$ cat config.mk
export PLATFORM = sky130hd
export DESIGN_NAME = mem_arbiter_flat
export DESIGN_NICKNAME = d
export VERILOG_FILES = /design/src/rtl/mem_arbiter_if.sv /design/src/rtl/mem_arbiter.sv /design/src/flat_wrapper.sv
export SDC_FILE = /design/constraint.sdc
export NUM_CORES = 1
export LEC_CHECK = 0
export CAP_MARGIN = 40
export CORE_AREA = 10 10 126 128
export DETAILED_ROUTE_END_ITERATION = 12
export DIE_AREA = 0 0 136 138
export GPL_ROUTABILITY_DRIVEN = 0
export PLACE_DENSITY = 0.81
export SLEW_MARGIN = 25
export SYNTH_ARGS = -nofsm -noshare
export SYNTH_HDL_FRONTEND = slang
export SYNTH_SLANG_ARGS = --single-unit
$ cat constraint.sdc
create_clock -name clk -period 2.8 [get_ports clk]
set_input_delay 0.56 -clock clk [delete_from_list [all_inputs] [get_ports clk]]
set_output_delay 0.56 -clock clk [all_outputs]
set_load 0.02 [all_outputs]
$ cat src/rtl/mem_arbiter_if.sv
// Shared-memory bus bundle between the two cache controllers,
// the arbiter and the main-memory model.
interface mem_arbiter_if #(
    parameter int ADDR_W = 32,
    parameter int DATA_W = 32
);
    logic              req0_strobe;
    logic              req0_rw;
    logic [ADDR_W-1:0] req0_addr;
    logic [DATA_W-1:0] req0_wdata;
    logic              req1_strobe;
    logic              req1_rw;
    logic [ADDR_W-1:0] req1_addr;
    logic [DATA_W-1:0] req1_wdata;
    logic [DATA_W-1:0] mem_rdata;
    logic              grant0;
    logic              grant1;
    logic              ready0;
    logic              ready1;
    logic [DATA_W-1:0] rdata;
    logic              mem_strobe;
    logic              mem_rw;
    logic [ADDR_W-1:0] mem_addr;
    logic [DATA_W-1:0] mem_wdata;

    modport slave (
        input  req0_strobe, req0_rw, req0_addr, req0_wdata,
        input  req1_strobe, req1_rw, req1_addr, req1_wdata,
        input  mem_rdata,
        output grant0, grant1, ready0, ready1, rdata,
        output mem_strobe, mem_rw, mem_addr, mem_wdata
    );

    modport master (
        output req0_strobe, req0_rw, req0_addr, req0_wdata,
        output req1_strobe, req1_rw, req1_addr, req1_wdata,
        output mem_rdata,
        input  grant0, grant1, ready0, ready1, rdata,
        input  mem_strobe, mem_rw, mem_addr, mem_wdata
    );
endinterface

$ cat src/rtl/mem_arbiter.sv
// Round-robin arbiter serialising I-cache (0) and D-cache (1)
// single-word accesses onto one fixed-latency memory port.
module mem_arbiter #(
    parameter int ADDR_W      = 32,
    parameter int DATA_W      = 32,
    parameter int WAIT_CYCLES = 4
) (
    input  logic          clk,
    input  logic          reset,
    mem_arbiter_if.slave  bus
);

    typedef enum logic [1:0] {
        S_IDLE,
        S_ISSUE,
        S_WAIT,
        S_DONE
    } state_t;

    state_t            state;
    state_t            state_nxt;
    logic              last_grant;
    logic              pick;
    logic              start;
    logic [7:0]        cnt;
    logic              rw_q;
    logic [ADDR_W-1:0] addr_q;
    logic [DATA_W-1:0] wdata_q;
    logic [DATA_W-1:0] rdata_q;
    logic              busy;
    logic              done;

    always_comb begin
        state_nxt = state;
        start     = 1'b0;
        pick      = last_grant;
        unique case (state)
            S_IDLE: begin
                // On a tie the requester not served last time wins
                if (bus.req0_strobe && bus.req1_strobe) begin
                    start = 1'b1;
                    pick  = ~last_grant;
                end else if (bus.req0_strobe) begin
                    start = 1'b1;
                    pick  = 1'b0;
                end else if (bus.req1_strobe) begin
                    start = 1'b1;
                    pick  = 1'b1;
                end
                if (start) state_nxt = S_ISSUE;
            end
            S_ISSUE: state_nxt = S_WAIT;
            S_WAIT: begin
                if (cnt == 8'd1) state_nxt = S_DONE;
            end
            S_DONE:  state_nxt = S_IDLE;
            default: state_nxt = S_IDLE;
        endcase
    end

    always_ff @(posedge clk or negedge reset) begin
        if (!reset) begin
            state      <= S_IDLE;
            last_grant <= 1'b1;
            cnt        <= 8'd0;
            rw_q       <= 1'b0;
            addr_q     <= '0;
            wdata_q    <= '0;
            rdata_q    <= '0;
        end else begin
            state <= state_nxt;
            if (start) begin
                last_grant <= pick;
                rw_q       <= pick ? bus.req1_rw    : bus.req0_rw;
                addr_q     <= pick ? bus.req1_addr  : bus.req0_addr;
                wdata_q    <= pick ? bus.req1_wdata : bus.req0_wdata;
            end
            if (state == S_ISSUE) begin
                cnt <= 8'(WAIT_CYCLES);
            end else if (state == S_WAIT) begin
                cnt <= cnt - 8'd1;
            end
            // Memory data is only guaranteed in the final wait cycle
            if (state == S_WAIT && cnt == 8'd1 && !rw_q) begin
                rdata_q <= bus.mem_rdata;
            end
        end
    end

    assign busy           = (state != S_IDLE);
    assign done           = (state == S_DONE);
    assign bus.grant0     = busy & ~last_grant;
    assign bus.grant1     = busy & last_grant;
    assign bus.ready0     = done & ~last_grant;
    assign bus.ready1     = done & last_grant;
    assign bus.mem_strobe = (state == S_ISSUE);
    assign bus.mem_rw     = rw_q;
    assign bus.mem_addr   = addr_q;
    assign bus.mem_wdata  = wdata_q;
    assign bus.rdata      = rdata_q;

endmodule

$ cat src/flat_wrapper.sv
// flat-port wrapper written by rule: the top's interface ports become plain ports
module mem_arbiter_flat 
#(
    parameter int ADDR_W      = 32,
    parameter int DATA_W      = 32,
    parameter int WAIT_CYCLES = 4
)
  (clk, reset, bus_req0_strobe, bus_req0_rw, bus_req0_addr, bus_req0_wdata, bus_req1_strobe, bus_req1_rw, bus_req1_addr, bus_req1_wdata, bus_mem_rdata, bus_grant0, bus_grant1, bus_ready0, bus_ready1, bus_rdata, bus_mem_strobe, bus_mem_rw, bus_mem_addr, bus_mem_wdata);
  mem_arbiter_if #(.ADDR_W(ADDR_W), .DATA_W(DATA_W)) bus_i ();
  input  logic clk;
  input  logic reset;
  input wire logic [$bits(bus_i.req0_strobe)-1:0] bus_req0_strobe;
  input wire logic [$bits(bus_i.req0_rw)-1:0] bus_req0_rw;
  input wire logic [$bits(bus_i.req0_addr)-1:0] bus_req0_addr;
  input wire logic [$bits(bus_i.req0_wdata)-1:0] bus_req0_wdata;
  input wire logic [$bits(bus_i.req1_strobe)-1:0] bus_req1_strobe;
  input wire logic [$bits(bus_i.req1_rw)-1:0] bus_req1_rw;
  input wire logic [$bits(bus_i.req1_addr)-1:0] bus_req1_addr;
  input wire logic [$bits(bus_i.req1_wdata)-1:0] bus_req1_wdata;
  input wire logic [$bits(bus_i.mem_rdata)-1:0] bus_mem_rdata;
  output wire logic [$bits(bus_i.grant0)-1:0] bus_grant0;
  output wire logic [$bits(bus_i.grant1)-1:0] bus_grant1;
  output wire logic [$bits(bus_i.ready0)-1:0] bus_ready0;
  output wire logic [$bits(bus_i.ready1)-1:0] bus_ready1;
  output wire logic [$bits(bus_i.rdata)-1:0] bus_rdata;
  output wire logic [$bits(bus_i.mem_strobe)-1:0] bus_mem_strobe;
  output wire logic [$bits(bus_i.mem_rw)-1:0] bus_mem_rw;
  output wire logic [$bits(bus_i.mem_addr)-1:0] bus_mem_addr;
  output wire logic [$bits(bus_i.mem_wdata)-1:0] bus_mem_wdata;
  assign bus_i.req0_strobe = bus_req0_strobe;
  assign bus_i.req0_rw = bus_req0_rw;
  assign bus_i.req0_addr = bus_req0_addr;
  assign bus_i.req0_wdata = bus_req0_wdata;
  assign bus_i.req1_strobe = bus_req1_strobe;
  assign bus_i.req1_rw = bus_req1_rw;
  assign bus_i.req1_addr = bus_req1_addr;
  assign bus_i.req1_wdata = bus_req1_wdata;
  assign bus_i.mem_rdata = bus_mem_rdata;
  assign bus_grant0 = bus_i.grant0;
  assign bus_grant1 = bus_i.grant1;
  assign bus_ready0 = bus_i.ready0;
  assign bus_ready1 = bus_i.ready1;
  assign bus_rdata = bus_i.rdata;
  assign bus_mem_strobe = bus_i.mem_strobe;
  assign bus_mem_rw = bus_i.mem_rw;
  assign bus_mem_addr = bus_i.mem_addr;
  assign bus_mem_wdata = bus_i.mem_wdata;
  mem_arbiter #(.ADDR_W(ADDR_W), .DATA_W(DATA_W), .WAIT_CYCLES(WAIT_CYCLES)) u_core (.clk(clk), .reset(reset), .bus(bus_i));
endmodule
==> results by group <==
Global route
  • Wire length of the first global-routing pass: 30200 um
  • Maximum number of pins on one net before global-route repair: 131
  • Overall global routing resource usage: 0.197
  • Antenna violations before repair: 1
  • Vias in the first global route: 5554
  • Overflow left after global routing: 0

Yosys
  • Synthesized instance count: 521
  • Mux contribution to synthesized area: 0.0724
  • Synth warn: 0
  • Count of unique library cells instantiated by Yosys: 40
  • Dominant combinational cell family by area after synthesis: compound AO/OA/AOI/OAI gates
  • Post-synthesis compound-gate area fraction: 0.232
  • Fraction of the mapped netlist area in simple logic gates: 0.0844
  • Syn_nets: 694
  • Xor and xnor area share after synthesis: 0
  • Most used DFF post-synth: sky130_fd_sc_hd__dfrtp_1
  • Number of storage elements in the synthesis netlist: 108
  • Number of enable flip-flop cells after synthesis: 0
  • Sequential fraction of the synthesis area: 0.500
  • Share of flip-flops with an asynchronous set or reset after synthesis: 1.00
  • Mean area per synthesized cell: 10.4 sq um
  • Adder-cell share of the synthesized area: 0.0162
  • Cell area after synthesis: 5410 sq um

CTS
  • Cts bufs inserted: 9
  • Buffers from clock root to sink, at most: 2
  • Number of sinks handled by clock tree synthesis: 108
  • CTS H-Tree Depth: 3
  • Clock slew at reported path FFs: 0.07 ns
  • Count of buffers added by post-CTS timing repair for setup: 0
  • Number of hold buffers added after cts: 0
  • TritonCTS clock tree: built
  • Root Buffer Master: sky130_fd_sc_hd__clkbuf_16
  • Total of cells resized after clock tree synthesis: 0
  • Worst skew pair latency: 0.35 ns

Detailed routing
  • Length of the first detailed-routing pass in iterations: 4
  • DR vias: 5149
  • Drt total wl: 19100 um
  • Number of vias per cell after detailed routing: 5.48
  • Met3 layer wire length in the routed design: 1650 um
  • DRC violations left: 0
  • Met1 Routed Length: 7560 um
  • Uppermost layer routed: met4
  • Iteration-0 DRC count of the detailed router: 307
  • Drt wl/cell: 20.3 um
  • DRT antenna net count: 0
  • Detail Route met2 WL: 9340 um

Worst setup path
  • Destination of the critical timing path: bus_grant0
  • Type of the worst setup path: reg -> out
  • Worst reg2reg endpoint: u_core.bus.mem_addr[26]$_DFFE_PN0P_
  • Maximum fanout along the worst path: 23
  • Worst reg2reg startpoint: u_core.state[1]$_DFFE_PN0P_
  • Reg2Reg Depth: 6
  • Data required time of the critical path: 2.24 ns
  • R2R Setup Slk: 0.18 ns
  • Source of the critical timing path: u_core.state[1]$_DFFE_PN0P_
  • Endpoint type of the worst setup path: primary output
  • Launching element type of the critical path: flop
  • Arrival time worst endpoint: 2.07 ns

Timing
  • Final setup violating endpoints: 0
  • Post-route clock skew: 0.0113 ns
  • Slew at the pin with the worst max-slew slack: 0.726 ns
  • Slew Viols, Final: 0
  • RSZ-0062 raised after global routing: no
  • Post-route fraction of the period consumed by the critical path: 0.941
  • Fin Setup TNS: 0 ns
  • Final hold vios: 0
  • Clock period minus worst slack: 2.63 ns
  • Normalized max-slew margin: 0.516
  • Peak clock frequency supported by timing: 0.380 GHz

Floorplanning
  • Starting density of the core: 0.401
  • Die width: 136 um
  • Total I/O pin count: 268
  • Height of the chip: 138 um
  • Standard-cell rows: 43
  • Area of the core: 13500 sq um
  • Floorplan die area: 18800 sq um

Placed design
  • HPWL after detailed placement: 14200 um
  • Cells after DPL: 923
  • Number of port buffers: 267

Job
  • Number of max-capacitance violations reported: 0

Layout
  • Layout cells sized above 1: 0.0962
  • Fin cells: 940
  • Area added between synthesis and finish: 57.0%
  • Count of nets after finishing: 927

Pwr
  • Worst IR Drop VDD: 0.341 mV
  • Static leakage power: 3.46 nW
  • Power density over the cells: 387 nW/um^2

Hold path
  • Hold crit path type: in -> async

Run status
  • Outcome: finished clean
-- cell type report --
cell class,count,area (sq um)
clock buffers,13,280
inverters,74,278
diodes,1,2.50
flip-flops and latches,108,2700
well taps,180,225
fillers,1073,5010
repair buffers,277,2770
multi-input cells,284,2220
clock inverters,3,18.8
-- through the flow --
| stage | worst slack, ns | util | hold WS (ns) | cell area (sq um) | total power, mW |
|---|---|---|---|---|---|
| final | 0.166 | 0.629 | 0.206 | 8500 | 3.29 |
| after detailed placement | 0.239 | 0.607 | 0.496 | 8190 | 2.05 |
| after CTS | 0.129 | 0.629 | 0.226 | 8490 | 3.33 |
| after global routing | 0.0266 | 0.629 | 0.240 | 8500 | 3.42 |
| after floorplan | 0.796 | - | 0.264 | 5410 | 1.71 |
| after global placement | 0.300 | 0.607 | 0.485 | 8190 | 2.05 |
-- how the worst min path moves through the flow --
| stage | start | end | slack [ns] | cells past startpoint |
|---|---|---|---|---|
| after floorplan | reset | u_core.bus.mem_addr[0]$_DFFE_PN0P_ | 0.26 | 0 |
| after global placement | u_core.bus.rdata[31]$_DFFE_PN0P_ | u_core.bus.rdata[31]$_DFFE_PN0P_ | 0.48 | 1 |
| after detailed placement | u_core.bus.rdata[30]$_DFFE_PN0P_ | u_core.bus.rdata[30]$_DFFE_PN0P_ | 0.50 | 1 |
| after CTS | reset | u_core.bus.mem_wdata[5]$_DFFE_PN0P_ | 0.23 | 1 |
| after global routing | reset | u_core.bus.mem_wdata[16]$_DFFE_PN0P_ | 0.24 | 1 |
| final | reset | u_core.bus.mem_wdata[16]$_DFFE_PN0P_ | 0.21 | 1 |
-- synth_stat cells, drive strengths merged (2+ instances only) --
cell       n  area [sq um]
dfrtp    107          2680
inv       74           278
nand2     68           255
o2111ai   65           569
o311ai    65           569
clkbuf    48           180
mux2      33           372
nor2       9          33.8
buf        7          56.3
ha         7          87.6
nor2b      3          18.8
o21ai      3          15.0
a21oi      2          10.0
a31oi      2          12.5
and2       2          12.5
mux2i      2          20.0
nor3b      2          15.0
o22ai      2          12.5
-- placed cells by master (no fill, tap or decap), types with 3 or more instances in the layout --
| cell | n |
|---|---|
| sky130_fd_sc_hd__dfrtp_1 | 107 |
| sky130_fd_sc_hd__ha_1 | 6 |
| sky130_fd_sc_hd__mux2_2 | 33 |
| sky130_fd_sc_hd__clkdlybuf4s50_1 | 265 |
| sky130_fd_sc_hd__o2111ai_1 | 65 |
| sky130_fd_sc_hd__clkbuf_16 | 9 |
| sky130_fd_sc_hd__clkbuf_8 | 4 |
| sky130_fd_sc_hd__o311ai_0 | 65 |
| sky130_fd_sc_hd__nor2b_1 | 3 |
| sky130_fd_sc_hd__inv_1 | 72 |
| sky130_fd_sc_hd__buf_4 | 9 |
| sky130_fd_sc_hd__nor2_1 | 9 |
| sky130_fd_sc_hd__nand2_1 | 68 |
-- sequential cells by signal, summed over array words and instances (netlist names) --
name,cells
u_core.bus.mem_wdata,32
u_core.cnt,8
u_core.last_grant,1
u_core.bus.rdata,32
u_core.state,2
u_core.bus.mem_addr,32
u_core.bus.mem_rw,1
-- per-layer routing --
| metal | vias to the layer above | GRT usage |
|---|---|---|
| met5 | - | 0 |
| met3 | 34 | 0.0576 |
| met2 | 240 | 0.328 |
| li1 | 2403 | - |
| met4 | 0 | 0.0757 |
| met1 | 2472 | 0.234 |
-- critical path, stage by stage (launching register included) --
cell and delay (ns):
sky130_fd_sc_hd__dfrtp_1 0.43, sky130_fd_sc_hd__inv_1 0.15, sky130_fd_sc_hd__ha_2 0.52, sky130_fd_sc_hd__nor2_1 0.07, sky130_fd_sc_hd__clkdlybuf4s50_1 0.56
-- logic make-up (layout without fill, tap and decap cells) --
group,count (synthesis),in the layout
adder cells (fa/ha/maj),7,7
AND/OR/NAND/NOR,95,95
buffers and inverters,129,367
other,0,1
flip-flops,108,108
multiplexers,35,35
AO/OA/AOI/OAI,147,147
-- where the power goes --
part,switching [mW],leakage [nW],internal [mW]
combinational,0.158,1.92,0.265
clock,0.572,0.152,0.701
sequential,0.0122,1.40,1.58
Note: power is estimated with default switching activity, not from simulation.
